## config.mk

```make
export PLATFORM = sky130hd
export DESIGN_NAME = ptx_serial_lanes_flat
export DESIGN_NICKNAME = d
export VERILOG_FILES = /design/src/rtl/ptx_pkg.sv /design/src/rtl/ptx_serial_lanes_if.sv /design/src/rtl/ptx_frame_counter.sv /design/src/rtl/ptx_serial_lanes.sv /design/src/flat_wrapper.sv
export SDC_FILE = /design/constraint.sdc
export NUM_CORES = 1
export LEC_CHECK = 0
export BUFFER_PORTS_ARGS = -buffer_cell sky130_fd_sc_hd__buf_2
export CAP_MARGIN = 10
export CORE_ASPECT_RATIO = 0.5
export CORE_MARGIN = 2
export CORE_UTILIZATION = 58
export DETAILED_ROUTE_END_ITERATION = 8
export PLACE_DENSITY = 0.95
export SYNTH_ARGS = -nofsm -noshare
export SYNTH_HDL_FRONTEND = slang
export SYNTH_SLANG_ARGS = --single-unit
```

## constraint.sdc

```tcl
create_clock -name clk_32f -period 3.5 [get_ports clk_32f]
set_input_delay 0.7 -clock clk_32f [delete_from_list [all_inputs] [get_ports clk_32f]]
set_output_delay 0.7 -clock clk_32f [all_outputs]
set_load 0.05 [all_outputs]
```

## src/rtl/ptx_pkg.sv

```systemverilog
// Shared types and helpers for the parallel-to-serial lane transmitter.
package ptx_pkg;

  typedef enum logic [0:0] {
    StTrain = 1'b0,
    StRun   = 1'b1
  } ptx_state_e;

  localparam logic [7:0] PtxIdleSym = 8'hBC;

  // Counter width for a 0..n-1 counter; never narrower than one bit.
  function automatic int unsigned cnt_w(input int unsigned n);
    return (n < 2) ? 1 : $clog2(n);
  endfunction

endpackage

```

## src/rtl/ptx_serial_lanes_if.sv

```systemverilog
// Load handshake between the lane source and the serializer.
interface ptx_serial_lanes_if #(
  parameter int unsigned LANES = 4,
  parameter int unsigned WIDTH = 8
) ();

  logic [LANES*WIDTH-1:0] data_in;
  logic [LANES-1:0]       valid_in;
  logic                   load_ack;

  modport master (
    output data_in,
    output valid_in,
    input  load_ack
  );

  modport slave (
    input  data_in,
    input  valid_in,
    output load_ack
  );

endinterface

```

## src/rtl/ptx_frame_counter.sv

```systemverilog
// Bit/lane position counters and the registered frame-load strobe.
module ptx_frame_counter
  import ptx_pkg::*;
#(
  parameter int unsigned LANES = 4,
  parameter int unsigned WIDTH = 8
) (
  input  logic                     clk_i,
  input  logic                     rst_i,
  input  logic                     run_i,
  input  logic                     train_last_i,
  output logic [cnt_w(WIDTH)-1:0] bit_cnt_o,
  output logic [cnt_w(LANES)-1:0] lane_cnt_o,
  output logic                     sym_end_o,
  output logic                     frame_end_o,
  output logic                     load_ack_o
);

  localparam int unsigned BitW  = cnt_w(WIDTH);
  localparam int unsigned LaneW = cnt_w(LANES);
  localparam logic [BitW-1:0]  BitMax  = BitW'(WIDTH - 1);
  localparam logic [LaneW-1:0] LaneMax = LaneW'(LANES - 1);

  logic [BitW-1:0]  bit_cnt_q, bit_cnt_d;
  logic [LaneW-1:0] lane_cnt_q, lane_cnt_d;
  logic             load_ack_q, load_ack_d;
  logic             sym_end, lane_last, frame_end;

  always_comb begin
    sym_end    = (bit_cnt_q == BitMax);
    lane_last  = (lane_cnt_q == LaneMax);
    frame_end  = sym_end && lane_last;
    bit_cnt_d  = sym_end ? '0 : bit_cnt_q + 1'b1;
    lane_cnt_d = lane_cnt_q;
    // Lanes only advance in RUN so the first data frame starts at lane 0.
    if (run_i && sym_end) begin
      lane_cnt_d = lane_last ? '0 : lane_cnt_q + 1'b1;
    end
    load_ack_d = run_i ? frame_end : (sym_end && train_last_i);
  end

  always_ff @(posedge clk_i) begin
    if (rst_i) begin
      bit_cnt_q  <= '0;
      lane_cnt_q <= '0;
      load_ack_q <= 1'b0;
    end else begin
      bit_cnt_q  <= bit_cnt_d;
      lane_cnt_q <= lane_cnt_d;
      load_ack_q <= load_ack_d;
    end
  end

  assign bit_cnt_o   = bit_cnt_q;
  assign lane_cnt_o  = lane_cnt_q;
  assign sym_end_o   = sym_end;
  assign frame_end_o = frame_end;
  assign load_ack_o  = load_ack_q;

endmodule

```

## src/rtl/ptx_serial_lanes.sv

```systemverilog
// LANES x WIDTH parallel-to-serial transmitter with post-reset training and link-idle detect.
module ptx_serial_lanes
  import ptx_pkg::*;
#(
  parameter int unsigned      LANES       = 4,
  parameter int unsigned      WIDTH       = 8,
  parameter logic [WIDTH-1:0] IDLE_SYM    = WIDTH'(PtxIdleSym),
  parameter int unsigned      TRAIN_SYMS  = 4,
  parameter int unsigned      IDLE_FRAMES = 2,
  parameter bit               MSB_FIRST   = 1'b1
) (
  input  logic                     clk_32f,
  input  logic                     reset,
  ptx_serial_lanes_if.slave        bus,
  output logic                     data_out,
  output logic                     training,
  output logic                     link_idle
);

  localparam int unsigned BitW   = cnt_w(WIDTH);
  localparam int unsigned LaneW  = cnt_w(LANES);
  localparam int unsigned TrainW = cnt_w(TRAIN_SYMS);
  localparam int unsigned IdleW  = cnt_w(IDLE_FRAMES);
  localparam logic [TrainW-1:0] TrainMax = TrainW'(TRAIN_SYMS - 1);
  localparam logic [IdleW-1:0]  IdleMax  = IdleW'(IDLE_FRAMES - 1);

  ptx_state_e state_q, state_d;

  logic [TrainW-1:0]           train_cnt_q, train_cnt_d;
  logic [IdleW-1:0]            idle_cnt_q, idle_cnt_d;
  logic                        link_idle_q, link_idle_d;
  logic                        data_out_q, data_out_d;
  logic [LANES-1:0][WIDTH-1:0] frame_q, frame_d, frame_in;

  logic [BitW-1:0]  bit_cnt;
  logic [LaneW-1:0] lane_cnt;
  logic [BitW-1:0]  bit_idx;
  logic [WIDTH-1:0] cur_sym;
  logic             sym_end, frame_end, train_last, load;

  assign train_last = (train_cnt_q == TrainMax);
  assign load       = bus.load_ack;

  ptx_frame_counter #(
    .LANES(LANES),
    .WIDTH(WIDTH)
  ) u_frame_counter (
    .clk_i       (clk_32f),
    .rst_i       (reset),
    .run_i       (state_q == StRun),
    .train_last_i(train_last),
    .bit_cnt_o   (bit_cnt),
    .lane_cnt_o  (lane_cnt),
    .sym_end_o   (sym_end),
    .frame_end_o (frame_end),
    .load_ack_o  (bus.load_ack)
  );

  // Substitute the idle symbol on every lane whose valid bit is low.
  always_comb begin
    frame_in = '0;
    for (int i = 0; i < LANES; i++) begin
      frame_in[i] = bus.valid_in[i] ? bus.data_in[i*WIDTH +: WIDTH] : IDLE_SYM;
    end
  end

  // On the load edge lane 0 comes straight from the mux, since the buffer loads on that same edge.
  always_comb begin
    cur_sym = IDLE_SYM;
    if (load) begin
      cur_sym = frame_in[0];
    end else if (state_q == StRun) begin
      cur_sym = frame_q[lane_cnt];
    end
    bit_idx    = MSB_FIRST ? (BitW'(WIDTH - 1) - bit_cnt) : bit_cnt;
    data_out_d = cur_sym[bit_idx];
  end

  always_comb begin
    state_d     = state_q;
    train_cnt_d = train_cnt_q;
    frame_d     = frame_q;
    idle_cnt_d  = idle_cnt_q;
    link_idle_d = link_idle_q;

    if (state_q == StTrain && sym_end) begin
      train_cnt_d = train_last ? '0 : train_cnt_q + 1'b1;
    end

    if (load) begin
      state_d = StRun;
      frame_d = frame_in;
      if (|bus.valid_in) begin
        idle_cnt_d  = '0;
        link_idle_d = 1'b0;
      end else if (!link_idle_q) begin
        if (idle_cnt_q == IdleMax) begin
          link_idle_d = 1'b1;
        end else begin
          idle_cnt_d = idle_cnt_q + 1'b1;
        end
      end
    end
  end

  always_ff @(posedge clk_32f) begin
    if (reset) begin
      state_q     <= StTrain;
      train_cnt_q <= '0;
      frame_q     <= '0;
      idle_cnt_q  <= '0;
      link_idle_q <= 1'b0;
      data_out_q  <= 1'b0;
    end else begin
      state_q     <= state_d;
      train_cnt_q <= train_cnt_d;
      frame_q     <= frame_d;
      idle_cnt_q  <= idle_cnt_d;
      link_idle_q <= link_idle_d;
      data_out_q  <= data_out_d;
    end
  end

  assign data_out  = data_out_q;
  assign training  = (state_q == StTrain);
  assign link_idle = link_idle_q;

  // Every frame end in RUN must be followed by a load strobe.
  frame_end_ack_a: assert property (
    @(posedge clk_32f) disable iff (reset) (state_q == StRun && frame_end) |=> bus.load_ack
  );

endmodule

```

## src/flat_wrapper.sv

```systemverilog
// flat-port wrapper written by rule: the top's interface ports become plain ports
module ptx_serial_lanes_flat import ptx_pkg::*;
#(
  parameter int unsigned      LANES       = 4,
  parameter int unsigned      WIDTH       = 8,
  parameter logic [WIDTH-1:0] IDLE_SYM    = WIDTH'(PtxIdleSym),
  parameter int unsigned      TRAIN_SYMS  = 4,
  parameter int unsigned      IDLE_FRAMES = 2,
  parameter bit               MSB_FIRST   = 1'b1
)
  (clk_32f, reset, data_out, training, link_idle, bus_data_in, bus_valid_in, bus_load_ack);
  ptx_serial_lanes_if #(.LANES(LANES), .WIDTH(WIDTH)) bus_i ();
  input  logic clk_32f;
  input  logic reset;
  output logic data_out;
  output logic training;
  output logic link_idle;
  input wire logic [$bits(bus_i.data_in)-1:0] bus_data_in;
  input wire logic [$bits(bus_i.valid_in)-1:0] bus_valid_in;
  output wire logic [$bits(bus_i.load_ack)-1:0] bus_load_ack;
  assign bus_i.data_in = bus_data_in;
  assign bus_i.valid_in = bus_valid_in;
  assign bus_load_ack = bus_i.load_ack;
  ptx_serial_lanes #(.LANES(LANES), .WIDTH(WIDTH), .IDLE_SYM(IDLE_SYM), .TRAIN_SYMS(TRAIN_SYMS), .IDLE_FRAMES(IDLE_FRAMES), .MSB_FIRST(MSB_FIRST)) u_core (.clk_32f(clk_32f), .reset(reset), .bus(bus_i), .data_out(data_out), .training(training), .link_idle(link_idle));
endmodule
```

==> flow_summary_export.csv <==
group,metric,value,unit
sta,hold_slack,0.477,ns
yosys,synth_top_area_frac,0.439,
floorplan,start_util,0.594,
yosys,synth_area_leaders,"dfxtp_1, o22ai_1, nor2_1, a21oi_1, mux2i_1",
worst_setup_path,arrival,1.69,ns
layout,area_delta_synth_final,12.8,%
sta,finalSetupViolCount,0,
drt,first_iter_violations,153,
sta,rsz0062_at_grt,"no",
clock_tree,post-cts-setup-buffers,0,
sta,finalCritPeriodShare,0.684,
sta,hold_viol_final,0,
yosys,synthArstFlopShare,0,
floorplan,die-area,3980,sq um
grt,grt_pass1_wl,7.74,mm
place,placed_area,2170,sq um
clock_tree,clk_path_buf_depth,2,
power,power_leakage,0.000866,uW
sta,max_freq,418,MHz
worst_setup_path,crit_family,"flip-flops",
power,total_power,913,uW
clock_tree,path_clk_slew,0.08,ns
worst_setup_path,cp_max_fo,37,
worst_setup_path,crit_chain,"buf_2",
worst_setup_path,slowest_delay,0.99,ns
clock_tree,numCtsBuffers,5,
power,power_density,403,nW/um^2
floorplan,std_cell_rows,15,
layout,final_area,2270,sq um
drt,remaining_drc_errors,0,
worst_setup_path,reg2reg_depth,5,
place,dpl.cell_count,290,
grt,antenna_found_initial,0,
drt,dr.pass1.iters,5,
yosys,synth_top_cell_by_area,"dfxtp_1",
sta,finClkSkew,0.00507,ns
worst_setup_path,end_kind,"output port",
yosys,yosysWarnings,0,
yosys,synth_area,2010,sq um
drt,ant_nets,0,
yosys,ys_ff_latch,44,
yosys,synth_edf_count,0,
place,portBuffers,41,
flow_run,cap_violations,0,
status,outcome,"finished clean",
clock_tree,h-tree-depth,2,
grt,grt_max_degree,44,
drt,drt_wl_total,4.77,mm
worst_setup_path,worstSetupPathType,"flip-flop to output port",
floorplan,die_w,87.2,um
sta,timing.setup.tns,0,ns
worst_setup_path,critPathBufInv,1,
clock_tree,cts_resized,0,
grt,globalRouteTotalUtil,0.257,
clock_tree,clock_sinks,44,
sta,final-max-slew-violation-count,0,
worst_setup_path,cp_slowest_cell,"dfxtp_1",
sta,period_minus_slack,2.39,ns
drt,drt-vias-per-instance,5.97,
clock_tree,cts_tree,"yes",
worst_setup_path,cp-start-kind,"flip-flop",
yosys,synth.distinct_cells,44,
floorplan,num_io_pins,42,
grt,grt_overflow,0,
layout,drive_gt1_frac,0.216,
clock_tree,cts_hold_buffers,0,
place,post-dp-hpwl,3.28,mm
layout,diodes,0,
floorplan,die_height,45.6,um
sta,relSlewSlack,0.331,
clock_tree,worstSkewPairLatency,0.29,ns
yosys,yosysSeqAreaShare,0.439,
power,worst_ir_drop_vdd,0.199,mV
sta,max_slew.worst_pin.slew,1.00,ns
drt,routedWlPerCell,16.0,um
layout,nets,297,
worst_setup_path,path_depth,1,
drt,vias,1773,
layout,mostFrequentLayoutCell,"dfxtp_1",
grt,grt_pass1_vias,1713,
worst_setup_path,worst_ep_required_time,2.80,ns
clock_tree,cts_root_buf,"clkbuf_8",
yosys,synth.avg_cell_area,9.05,sq um
floorplan,core_area,3380,sq um
hold_path,holdPathStages,2,
yosys,syn_nets,264,
yosys,syn-instance-count,222,
yosys,synthFlopType,"dfxtp_1",
hold_path,hold_class,"flip-flop to flip-flop",
layout,mostFrequentLayoutCells,"dfxtp_1, buf_2, nor2_1, o22ai_1, a21oi_1",
place,place.gp.congestion,0.861,
layout,fin_cells,297,
sequential cells by signal, indices dropped and copies added, names as in the netlist:
| signal | cells |
|---|---|
| u_core.data_out | 1 |
| u_core.frame_q | 32 |
| u_core.idle_cnt_q | 1 |
| u_core.link_idle | 1 |
| u_core.state_q | 1 |
| u_core.train_cnt_q | 2 |
| u_core.u_frame_counter.bit_cnt_o | 3 |
| u_core.u_frame_counter.lane_cnt_o | 2 |
| u_core.u_frame_counter.load_ack_o | 1 |
layout make-up:
| class | count | area [sq um] |
|---|---|---|
| multi-input combinational | 159 | 1010 |
| tap | 42 | 52.6 |
| fill | 263 | 1110 |
| inverter | 3 | 11.3 |
| clock buffer | 7 | 96.3 |
| timing repair buffer | 42 | 213 |
| sequential | 44 | 881 |
synthesized netlist by cell type (2+ instances only):
cell	number
dfxtp_1	44
nor2_1	28
a21oi_1	19
o22ai_1	19
nand2b_1	13
nand3_1	13
nand2_1	10
mux2i_1	9
clkbuf_1	6
nor3_1	6
ha_1	4
mux2_1	4
nor2b_1	4
buf_6	3
nor3b_1	3
a2111oi_0	2
buf_1	2
buf_2	2
buf_4	2
inv_1	2
nand3b_1	2
o211ai_1	2
o21ai_0	2
final timing paths:
check	from	to	slack (ns)
max	u_core.u_frame_counter.load_ack_o	bus_load_ack	1.11
max reg2reg	u_core.u_frame_counter.load_ack_o	u_core.data_out	1.13
min	u_core.frame_q[0]	u_core.frame_q[0]	0.48
min reg2reg	u_core.frame_q[0]	u_core.frame_q[0]	0.48
tightest hold or removal path, delay by kind of cell (launching register included):
family,cells,cell delay (ns)
AOI/OAI and AO/OA,1,0.06
and+or+nand+nor,1,0.06
DFF,1,0.32
stage by stage:
| stage | util | setup slack [ns] |
|---|---|---|
| after floorplan | - | 1.78 |
| after global placement | 0.642 | 1.34 |
| after detailed placement | 0.642 | 1.21 |
| after CTS | 0.671 | 1.13 |
| after global routing | 0.671 | 0.930 |
| final | 0.671 | 1.11 |
routing by layer:
layer | routed length [um] | global-route usage | vias up
li1 | - | - | 869
met1 | 2190 | 0.332 | 839
met2 | 2270 | 0.438 | 65
met3 | 301 | 0.0634 | 0
met4 | 0 | 0.0800 | 0
met5 | 0 | 0 | -
power by group:
part | switching (uW) | internal, uW | total (uW)
combinational | 32.3 | 27.8 | 60.0
sequential | 6.10 | 505 | 511
clock | 167 | 176 | 343
total | 205 | 708 | 913
kinds of logic (layout without fill, tap and decap cells):
kind of cell | Yosys count | count (layout) | share of synthesized area
AO/OA/AOI/OAI | 58 | 58 | 0.196
adder cells (fa/ha/maj) | 4 | 4 | 0.0249
buffers and inverters | 19 | 52 | 0.0573
flip-flops | 44 | 44 | 0.439
multiplexers | 13 | 13 | 0.0673
AND/OR/NAND/NOR | 84 | 84 | 0.216
No activity file was read; power rests on OpenSTA's default activity.
